--- src/rtl/debounce_fsm.sv ---
// Switch debouncer: 2-flop synchronizer feeding a four-state
// tick-counted FSM with a debounced level and edge pulses.
module debounce_fsm #(
    parameter int M = 3
) (
    input  logic clk,
    input  logic reset,
    input  logic tick,
    input  logic sw,
    output logic db_level,
    output logic db_rise,
    output logic db_fall
);

    typedef enum logic [1:0] {
        ZERO  = 2'd0,
        WAIT1 = 2'd1,
        ONE   = 2'd2,
        WAIT0 = 2'd3
    } state_t;

    localparam logic [3:0] LAST = 4'(M - 1);

    logic       r_sync1;
    logic       r_sync2;
    state_t     r_state;
    logic [3:0] r_cnt;
    logic       r_level;

    logic w_sw_s;
    logic w_done;

    // sw is asynchronous; only the second flop is safe to use
    always_ff @(posedge clk or posedge reset) begin
        if (reset) begin
            r_sync1 <= 1'b0;
            r_sync2 <= 1'b0;
        end else begin
            r_sync1 <= sw;
            r_sync2 <= r_sync1;
        end
    end

    assign w_sw_s = r_sync2;
    assign w_done = tick && (r_cnt == LAST);

    always_ff @(posedge clk or posedge reset) begin
        if (reset) begin
            r_state <= ZERO;
            r_cnt   <= 4'd0;
            r_level <= 1'b0;
        end else begin
            case (r_state)
                ZERO: begin
                    if (w_sw_s) begin
                        r_state <= WAIT1;
                        r_cnt   <= 4'd0;
                    end
                end
                // a mismatch outranks a tick on the same cycle
                WAIT1: begin
                    if (!w_sw_s) begin
                        r_state <= ZERO;
                    end else if (w_done) begin
                        r_state <= ONE;
                        r_level <= 1'b1;
                    end else if (tick) begin
                        r_cnt <= r_cnt + 4'd1;
                    end
                end
                ONE: begin
                    if (!w_sw_s) begin
                        r_state <= WAIT0;
                        r_cnt   <= 4'd0;
                    end
                end
                WAIT0: begin
                    if (w_sw_s) begin
                        r_state <= ONE;
                    end else if (w_done) begin
                        r_state <= ZERO;
                        r_level <= 1'b0;
                    end else if (tick) begin
                        r_cnt <= r_cnt + 4'd1;
                    end
                end
                default: begin
                    r_state <= ZERO;
                    r_cnt   <= 4'd0;
                    r_level <= 1'b0;
                end
            endcase
        end
    end

    assign db_level = r_level;
    assign db_rise  = (r_state == WAIT1) && w_sw_s && w_done;
    assign db_fall  = (r_state == WAIT0) && !w_sw_s && w_done;

endmodule

--- config.mk ---
export PLATFORM = sky130hd
export DESIGN_NAME = debounce_fsm
export DESIGN_NICKNAME = d
export VERILOG_FILES = /design/src/rtl/debounce_fsm.sv
export SDC_FILE = /design/constraint.sdc
export NUM_CORES = 1
export LEC_CHECK = 0
export BUFFER_PORTS_ARGS = -buffer_cell sky130_fd_sc_hd__buf_2
export CORE_AREA = 4 4 41 43
export DETAILED_ROUTE_END_ITERATION = 8
export DIE_AREA = 0 0 45 47
export HOLD_SLACK_MARGIN = 0.1
export PLACE_DENSITY = 0.56
export SYNTH_ARGS = -nofsm -noshare
export SYNTH_HDL_FRONTEND = slang
export SYNTH_SLANG_ARGS = --single-unit
--- constraint.sdc ---
create_clock -name clk -period 1.8 [get_ports clk]
set_input_delay 0.09 -clock clk [delete_from_list [all_inputs] [get_ports clk]]
set_output_delay 0.09 -clock clk [all_outputs]
set_load 0.05 [all_outputs]
# == After elaboration in Yosys (flattened, before gate mapping) ==
# Cells that the tools add are included.
# op_classes
reduce_logical,11
eq_ne,12
n_addsub,1
n_mux,19
# op_table
op,n
$mux W4,6
$pmux W4 S4,1
$mux W2,6
$ne A2 B2 Y1 const B,6
$pmux W2 S4,1
$reduce_and A4 Y1,2
$ne A3 B3 Y1 const B,2
$logic_and A1 B1 Y1,5
$reduce_and A5 Y1,1
$add A4 B1 Y4 const B,1
$eq A2 B2 Y1 const B,2
$eq A4 B2 Y1 const B,1
$mux W1,4
$eq A2 B1 Y1 const B,1
$logic_not A2 Y1,1
$pmux W1 S2,1
$reduce_bool A2 Y1,1
$logic_not A1 Y1,1
# totals
out_inout_bits,3
input_bits,4
register_bits,9

# == Logic depth before layout (Yosys ltp) ==
# Gate-level depths: netlist of the first run.
# logic_depth
word_depth,5
ltp_mapped,5
ltp_nobuf,5

# == Least setup slack after synthesis of the first run ==
# Ideal clock, no wire load.
# synth_path
path_type,reg2out
startpoint,register r_cnt[0]
endpoint,output port db_rise
arrival_ps,2155
n_path_buf,0
path_stages_with_launch,6
slack_ps,-445
path_cell_list,dfrtp_1 inv_1 ha_1 nor3b_2 nand3_1 nor3b_1
# synth_via
elab_chain_cells,3
# synth_lines
element,line,source
from (decl),27,logic [3:0] r_cnt;
from (signal assigned),68,r_cnt <= r_cnt + 4'd1;
from (signal assigned),84,r_cnt <= r_cnt + 4'd1;
$eq A4 B2 Y1,45,assign w_done = tick && (r_cnt == LAST);
$logic_and A1 B1 Y1,45,
$logic_and A1 B1 Y1,97,assign db_rise = (r_state == WAIT1) && w_sw_s && w_done;
to (decl),11,"output logic db_rise,"
# Every way passes these cells.

# == Worst setup path after layout of the first run ==
# Ends and elaborated chain as after synthesis.

==> results of run 1 <==
==> cell usage in the layout (no fill, tap or decap) <==
| cell | Yosys | layout |
|---|---|---|
| dfrtp_1 | 9 | 9 |
| nand2_1 | 6 | 6 |
| nand3_1 | 5 | 4 |
| buf_2 | 1 | 4 |
| a21oi_1 | 3 | 3 |
| clkbuf_4 | 0 | 3 |
| buf_4 | 0 | 3 |
| nor3b_1 | 4 | 2 |
| a221o_1 | 2 | 2 |
| inv_1 | 2 | 2 |
| nor3b_2 | 1 | 2 |
| ha_1 | 2 | 2 |
| dlygate4sd3_1 | 0 | 2 |
| buf_6 | 0 | 2 |
| nor3b_4 | 0 | 1 |
| xnor2_2 | 1 | 1 |
| a31oi_1 | 1 | 1 |
| or3b_1 | 1 | 1 |
| and2_1 | 1 | 1 |
| nand2b_1 | 1 | 1 |
| or4_1 | 1 | 1 |
| nand3_2 | 0 | 1 |
| nand4_1 | 1 | 1 |
| or4b_1 | 1 | 1 |
| o31ai_1 | 1 | 1 |
| a41oi_1 | 1 | 1 |
| mux2_1 | 1 | 1 |
| clkbuf_1 | 0 | 1 |
==> final timing paths <==
kind | start | slack [ns] | endpoint | cells past startpoint
worst min-delay path | tick | 0.15 | r_state[0]$_DFFE_PP0P_ | 2
min in group asynchronous | reset | 0.32 | r_cnt[0]$_DFFE_PP0P_ | 3
worst max-delay path | r_cnt[0]$_DFFE_PP0P_ | 0.05 | db_rise | 6
max in group asynchronous | reset | 1.22 | asynchronous set/reset pin | 3
worst max register to register | r_cnt[0]$_DFFE_PP0P_ | 0.20 | r_cnt[1]$_DFFE_PP0P_ | 5
worst min register to register | r_sync1$_DFF_PP0_ | 0.35 | r_sync2$_DFF_PP0_ | 0
==> stage by stage <==
stage                      util  total power, mW
after floorplan               -            0.547
after global placement    0.411            0.613
after detailed placement  0.411            0.615
after CTS                 0.464            0.807
after global routing      0.484            0.872
final                     0.484            0.806
==> cell type report <==
cell class / count / area, µm² / share of cell area
repair buffers: 11 / 85.1 / 0.135
multi-input cells: 34 / 267 / 0.423
flip-flops and latches: 9 / 225 / 0.358
inverters: 2 / 7.51 / 0.0119
clock buffers: 4 / 26.3 / 0.0417
well taps: 15 / 18.8 / 0.0298
==> power groups by stage <==
stage / combinational [mW] / sequential [mW] / clock (mW)
2_1_floorplan: 0.206 / 0.341 / 0
3_3_place_gp: 0.256 / 0.357 / 0
3_5_place_dp: 0.258 / 0.357 / 0
4_1_cts: 0.283 / 0.357 / 0.167
5_1_grt: 0.319 / 0.373 / 0.180
6_report: 0.285 / 0.361 / 0.161
==> layer usage <==
layer	wire, µm	share of wire	up-vias
met5	0	0	-
met4	17	0.017	0
met3	23	0.023	2
met2	522	0.53	6
met1	425	0.43	190
li1	-	-	202
==> repair_timing <==
action | 4_1_cts | 5_1_grt
endpoints found under the setup margin | 2 | 2
gates cloned | 0 | 0
hold buffers | 2 | 0
gates resized for setup | 4 | 4
endpoints found under the hold margin | 10 | 0
buffers inserted | 1 | 1
pin swaps | 0 | 2
==> cell families (layout without fill, tap and decap cells) <==
family	after synthesis	in the layout	synth area share
compound gates	8	8	0.116
xor+xnor	1	1	0.0328
fa+ha+maj	2	2	0.0504
buf+inv	4	17	0.0529
flops	9	9	0.453
mux	1	1	0.0227
simple gates	22	22	0.272
==> results.toml, run 1 <==
[status]
run_status = "finished clean"

[grt]
gr-usage-met2 = 0.192
grt_pass1_wl_mm = 1.71
grt_use_met3 = 0.0345
grt_util_met1 = 0.135
antenna_found_initial = 0
first_global_vias = 395
grt_max_degree = 13
track_usage = 0.117
grt-ovfl-total = 0
grt.busiest_layer = "met2"

[layout]
fill_cells = 124
syn_to_final_growth_pct = 26.7
fin_nets = 67
final_cells = 75
drive_gt1_frac = 0.283
diodes = 0
fin_area_um2 = 629

[drt]
drtAntennaViolNets = 0
drc = 0
drt_wl_total_um = 988
first_pass_iters = 2
vias = 400
drt-wirelength-per-cell_um = 13.2
drt-initial-drc-count = 7
routed_via_density = 5.33

[logic_synthesis]
ys.flop_type = "dfrtp_1"
synth_commonest_cells = "dfrtp_1 (9), nand2_1 (6), nand3_1 (5), nor3b_1 (4), a21oi_1 (3)"
yosysMostFrequentCell = "dfrtp_1"
ys_ff_latch = 9
yosysSeqAreaShare = 0.453
syn_avg_cell_area_um2 = 10.6
syn-num-nets = 53
syn-cell-area_um2 = 497
synth_area_leaders = "dfrtp_1 (45%), nor3b_1 (6.0%), ha_1 (5.0%)"
yosys_warnings = 0
synth_cell_types = 22
yosysTopAreaCellShare = 0.453
synth-edff-count = 0
synth_area_leader_cell = "dfrtp_1"
syn_inst = 47
async_reset_ff_frac = 1.00

[critical_path]
crit_type = "reg -> out"
cp-start-kind = "flip-flop"
cp_cell_sequence = "inv_1 > ha_1 > nor3b_4 > nand3_2 > nor3b_2 > buf_6"
crit_buf_inv = 2
cp_top_family = "simple AND/OR/NAND/NOR gates"
max_stage_delay_ns = 0.37
critPathMaxFanout = 4
worstSetupEndpointType = "primary output"
cp.arrival_ns = 1.66
crit_path_top_delay_cell = "dfrtp_1"
required_ns = 1.71

[clock_tree]
clock_latency_ns = 0.27
cts_root_buffer = "clkbuf_4"
numCtsBuffers = 3
clkSinkCount = 9
htree_levels = 1
cts_tree = "yes"
clk_pin_slew_ns = 0.06
cts_buffer_depth = 2

[placed_design]
dpl.hpwl_um = 627
place_ws_ns = 0.220
numPortBuffers = 6
place_congestion = 0.705
dp.cells = 67
placed_cell_area_um2 = 534

[power]
vdd_drop_max_mv = 0.484
pwr-share-comb = 0.353
p_int_uw = 490
pwr_density_cell_nw_per_um2 = 1280
seq_power_share = 0.447
leakagePower_nw = 0.276
p_sw_frac = 0.392
p_clk_frac = 0.199
p_sw_uw = 316

[die]
rows = 13
die_h_um = 47
die_w_um = 45
start_util = 0.382
die_area_um2 = 2120
pin_count = 7
placeableCoreArea_um2 = 1300

[timing]
holdWs_ns = 0.154
layout_worst_path_cycle_share = 0.971
hold_viol = 0
final-max-slew-violation-count = 0
skew_ns = 0.00572
setup_viol = 0
relSlewSlack = 0.716
worst_pin_slew_ns = 0.423
fmax_ghz = 0.572
rsz0062_at_grt = "true"
post-route-min-period_ns = 1.75
timing.setup.tns_ns = 0
fin_ws_ns = 0.0522

[hold_path]
hold_class = "in -> reg"

[flow_run]
cap_violations = 0
Note: power is estimated with default switching activity, not from simulation.
==> run 2, diff against run 1 <==
Settings changed: CTS_BUF_LIST set to sky130_fd_sc_hd__clkbuf_8, GPL_ROUTABILITY_DRIVEN set to 0.
==> run 2 against run 1 <==
Non-clock buffer count unchanged. First-iteration DRC count down 71%. Total power up 8.4%. Critical endpoint is now db_fall. Highest routed layer unchanged.
==> results.toml, run 2 (synthesis gave the netlist of run 1 again) <==
[grt]
track_usage = 0.110
grt-ovfl-total = 0
grt_pass1_wl_mm = 1.63
grt_max_degree = 13
antenna_found_initial = 0
first_global_vias = 392

[layout]
most-common-layout-cells = "dfrtp_1 (9), nand2_1 (6), nand3_1 (4), buf_2 (4), buf_4 (4)"
mostFrequentLayoutCell = "dfrtp_1"
syn_to_final_growth_pct = 28.7
fin_util = 0.491
fin_area_um2 = 639
fin_nets = 67
diodes = 0
drive_gt1_frac = 0.267

[clock_tree]
clkSinkCount = 9
clock_latency_ns = 0.23
cts_tree = "yes"
clk_pin_slew_ns = 0.05
cts_buffer_depth = 2
numCtsBuffers = 3
htree_levels = 1
cts_root_buffer = "clkbuf_8"

[placed_design]
placed_cell_area_um2 = 534
place_ws_ns = 0.220
numPortBuffers = 6
dpl.hpwl_um = 627

[drt]
drtAntennaViolNets = 0
first_pass_iters = 3
drt-wirelength-per-cell_um = 12.9
wl_met2_um = 499
vias = 403
routed_via_density = 5.37
wl_met3_um = 17
drt_wl_total_um = 968
drc = 0
highest_layer = "met4"
wl_met1_um = 428
drt-initial-drc-count = 2

[critical_path]
required_ns = 1.71
cp_cell_sequence = "inv_1 > ha_1 > nor3b_4 > nand3_2 > nor3b_1 > buf_4"
critPathMaxFanout = 4
max_stage_delay_ns = 0.37
worstSetupEndpointType = "primary output"
cp-start-kind = "flip-flop"
crit_path_top_delay_cell = "dfrtp_1"
r2r_cells = 5
crit_type = "reg -> out"
cp.arrival_ns = 1.64

[power]
pwr_density_cell_nw_per_um2 = 1370
leakagePower_nw = 0.286
vdd_drop_max_mv = 0.532

[die]
die_area_um2 = 2120
die_w_um = 45
die_h_um = 47
rows = 13
start_util = 0.382
pin_count = 7
placeableCoreArea_um2 = 1300

[timing]
worst_pin_slew_ns = 0.436
relSlewSlack = 0.708
fmax_ghz = 0.579
setup_viol = 0
rsz0062_at_grt = "true"
skew_ns = 0.00276
fin_ws_ns = 0.0738
layout_worst_path_cycle_share = 0.959
hold_viol = 0
holdWs_ns = 0.190
post-route-min-period_ns = 1.73
final-max-slew-violation-count = 0

[flow_run]
cap_violations = 0

[hold_path]
holdPathStages = 2
hold_class = "in -> reg"

[status]
run_status = "finished clean"
run 2: worst paths after layout:
path / from / endpoint / slack, ns
hold / removal: tick / r_state[0]$_DFFE_PP0P_ / 0.19
max in group asynchronous: reset / asynchronous set/reset pin / 1.18
setup reg to reg: r_cnt[0]$_DFFE_PP0P_ / r_cnt[1]$_DFFE_PP0P_ / 0.20
hold reg to reg: r_sync1$_DFF_PP0_ / r_sync2$_DFF_PP0_ / 0.35
min in group asynchronous: reset / r_cnt[0]$_DFFE_PP0P_ / 0.36
setup / recovery: r_cnt[0]$_DFFE_PP0P_ / db_fall / 0.07
run 2: routing by layer:
layer,vias up,GRT usage
li1,203,-
met1,192,0.134
met2,6,0.169
met3,2,0.0230
met4,0,0.0877
met5,-,0
run 2: report_power, final:
part	switching, mW	internal (mW)	total, mW
Sequential	0.0999	0.263	0.363
Clock	0.0810	0.149	0.230
Combinational	0.140	0.141	0.281
Total	0.321	0.553	0.874
run 2: area by class of cell:
| type | count | area, µm² |
|---|---|---|
| fillers | 126 | 662 |
| multi-input cells | 34 | 262 |
| flip-flops and latches | 9 | 225 |
| repair buffers | 11 | 81.3 |
| clock buffers | 3 | 41.3 |
| well taps | 15 | 18.8 |
| inverters | 2 | 7.51 |
| clock inverters | 1 | 3.75 |
run 2: timing repair:
| action | CTS | global route |
|---|---|---|
| setup buffers | 0 | 2 |
| gates resized for setup | 2 | 4 |
| setup endpoints to repair | 2 | 2 |
| endpoints found under the hold margin | 10 | 0 |
| hold buffers | 2 | 0 |
| pin swaps | 0 | 2 |
run 2: critical path: cells and delay by family, from the launching register on:
| family | cells | cell delay (ns) |
|---|---|---|
| AND/OR/NAND/NOR | 3 | 0.59 |
| flip-flops | 1 | 0.37 |
| adder cells (fa/ha/maj) | 1 | 0.15 |
| buffers and inverters | 2 | 0.29 |
run 2: stage by stage:
stage | cells | setup TNS (ns) | total power [mW]
CTS | 73 | 0 | 0.858
detailed placement | 67 | 0 | 0.615
global route | 75 | -0.0274 | 0.940
global placement | 67 | 0 | 0.613
floorplan | 47 | -0.874 | 0.547
finish | 75 | 0 | 0.874
==> run 3, diff against run 2 <==
Clock period 1.8 ns to 2.2 ns, I/O delays scaled along.
==> run 3 against run 2 <==
Via count fell by 3.5%. Combinational power fell by 32%. Cell area fell by 7.4%. Count of clock-buffer cells in the layout did not move. Die area did not move. Global-route usage fell by 0.74 points. Clock skew rose by 0.0011 ns. Sequential share of layout area rose by 2.8 points. Register-to-register slack improved by 0.32 ns. Clock power fell by 21%. Sequential cell count did not move.
==> results.toml, run 3 (synthesis gave the netlist of run 1 again) <==
[grt]
grt_max_degree = 13
antenna_found_initial = 0
track_usage = 0.103
first_global_vias = 357
grt_pass1_wl_mm = 1.55
grt-ovfl-total = 0

[layout]
drive_gt1_frac = 0.193
multi_input_area_um2 = 245
fill_cells = 137
most-common-layout-cells = "dfrtp_1 (9), nand2_1 (6), buf_2 (6)"
regArea_um2 = 225
fin_nets = 64
diodes = 0
fin_util = 0.455
mostFrequentLayoutCell = "dfrtp_1"
syn_to_final_growth_pct = 19.1

[critical_path]
critPathMaxFanout = 6
crit_type = "reg -> out"
required_ns = 2.09
worstSetupEndpointType = "primary output"
cp-start-kind = "flip-flop"
cp.arrival_ns = 1.85

[die]
die_h_um = 47
die_area_um2 = 2120
rows = 13
start_util = 0.382
placeableCoreArea_um2 = 1300
pin_count = 7
die_w_um = 45

[drt]
first_pass_iters = 4
drt-wirelength-per-cell_um = 12.8
drtAntennaViolNets = 0
routed_via_density = 5.40
vias = 389
drc = 0
drt_wl_total_um = 918
drt-initial-drc-count = 13

[clock_tree]
post_cts_buffers = 0
htree_levels = 1
cts_resized = 0
clk_pin_slew_ns = 0.04
cts_buffer_depth = 2
clock_latency_ns = 0.23
numCtsBuffers = 3
cts_tree = "yes"
clkSinkCount = 9
holdBufCountCts = 2
cts_root_buffer = "clkbuf_8"

[power]
vdd_drop_max_mv = 0.446
power_uw = 674
leakagePower_nw = 0.271
pwr_density_cell_nw_per_um2 = 1140

[timing]
relSlewSlack = 0.713
worst_pin_slew_ns = 0.428
layout_worst_path_cycle_share = 0.893
skew_ns = 0.00388
fin_ws_ns = 0.236
fmax_ghz = 0.509
setup_viol = 0
final-max-slew-violation-count = 0
rsz0062_at_grt = "false"
post-route-min-period_ns = 1.96
hold_viol = 0
holdWs_ns = 0.205

[placed_design]
place_ws_ns = 0.479
numPortBuffers = 6
dpl.hpwl_um = 652

[flow_run]
cap_violations = 0

[status]
run_status = "finished clean"

[hold_path]
hold_class = "in -> reg"
==> run 3: cell count changes in the layout (fill, tap and decap cells not counted) <==
cell,delta
nor3b_4,-1
nand3_2,-1
nor3b_1,+1
buf_2,+2
buf_6,-1
buf_4,-4
nand3_1,+1
==> run 3: worst paths after layout <==
path	cells after the start	slack, ns	to	start
min in group asynchronous	3	0.38	r_cnt[0]$_DFFE_PP0P_	reset
max	6	0.24	db_rise	r_cnt[0]$_DFFE_PP0P_
min reg2reg	0	0.35	r_sync2$_DFF_PP0_	r_sync1$_DFF_PP0_
min	2	0.20	r_state[0]$_DFFE_PP0P_	tick
max in group asynchronous	3	1.56	r_state[0]$_DFFE_PP0P_	reset
max reg2reg	5	0.52	r_cnt[1]$_DFFE_PP0P_	r_cnt[0]$_DFFE_PP0P_
==> run 3: power by group <==
part | internal, mW | switching (mW) | leakage, nW
Clock | 0.121 | 0.0610 | 0.0269
Combinational | 0.0928 | 0.0973 | 0.129
Sequential | 0.216 | 0.0866 | 0.115
==> run 3: critical path: stages (launching register included) <==
cell	delay, ns
dfrtp_1	0.43
inv_1	0.08
ha_1	0.14
nor3b_2	0.28
nand3_1	0.18
nor3b_1	0.22
buf_2	0.29
==> run 3: layout make-up <==
cell class                 count  area share
clock buffer                   3      0.0698
clock inverter                 1     0.00634
inverter                       2      0.0127
multi-input combinational     34       0.414
sequential                     9       0.381
tap                           15      0.0317
timing repair buffer           8      0.0846
==> run 3: stage by stage <==
| step | std cells | setup TNS (ns) | cell area, µm² |
|---|---|---|---|
| 2_1_floorplan | 47 | -0.114 | 497 |
| 3_3_place_gp | 66 | 0 | 527 |
| 3_5_place_dp | 66 | 0 | 527 |
| 4_1_cts | 72 | 0 | 592 |
| 5_1_grt | 72 | 0 | 592 |
| 6_report | 72 | 0 | 592 |
==> run 3: per-layer routing <==
layer  up-vias  GRT usage  part of all wire
li1        192          -                 -
met1       187      0.134              0.48
met2        10      0.153              0.47
met3         0     0.0460             0.048
met4         0     0.0351                 0
met5         -          0                 0
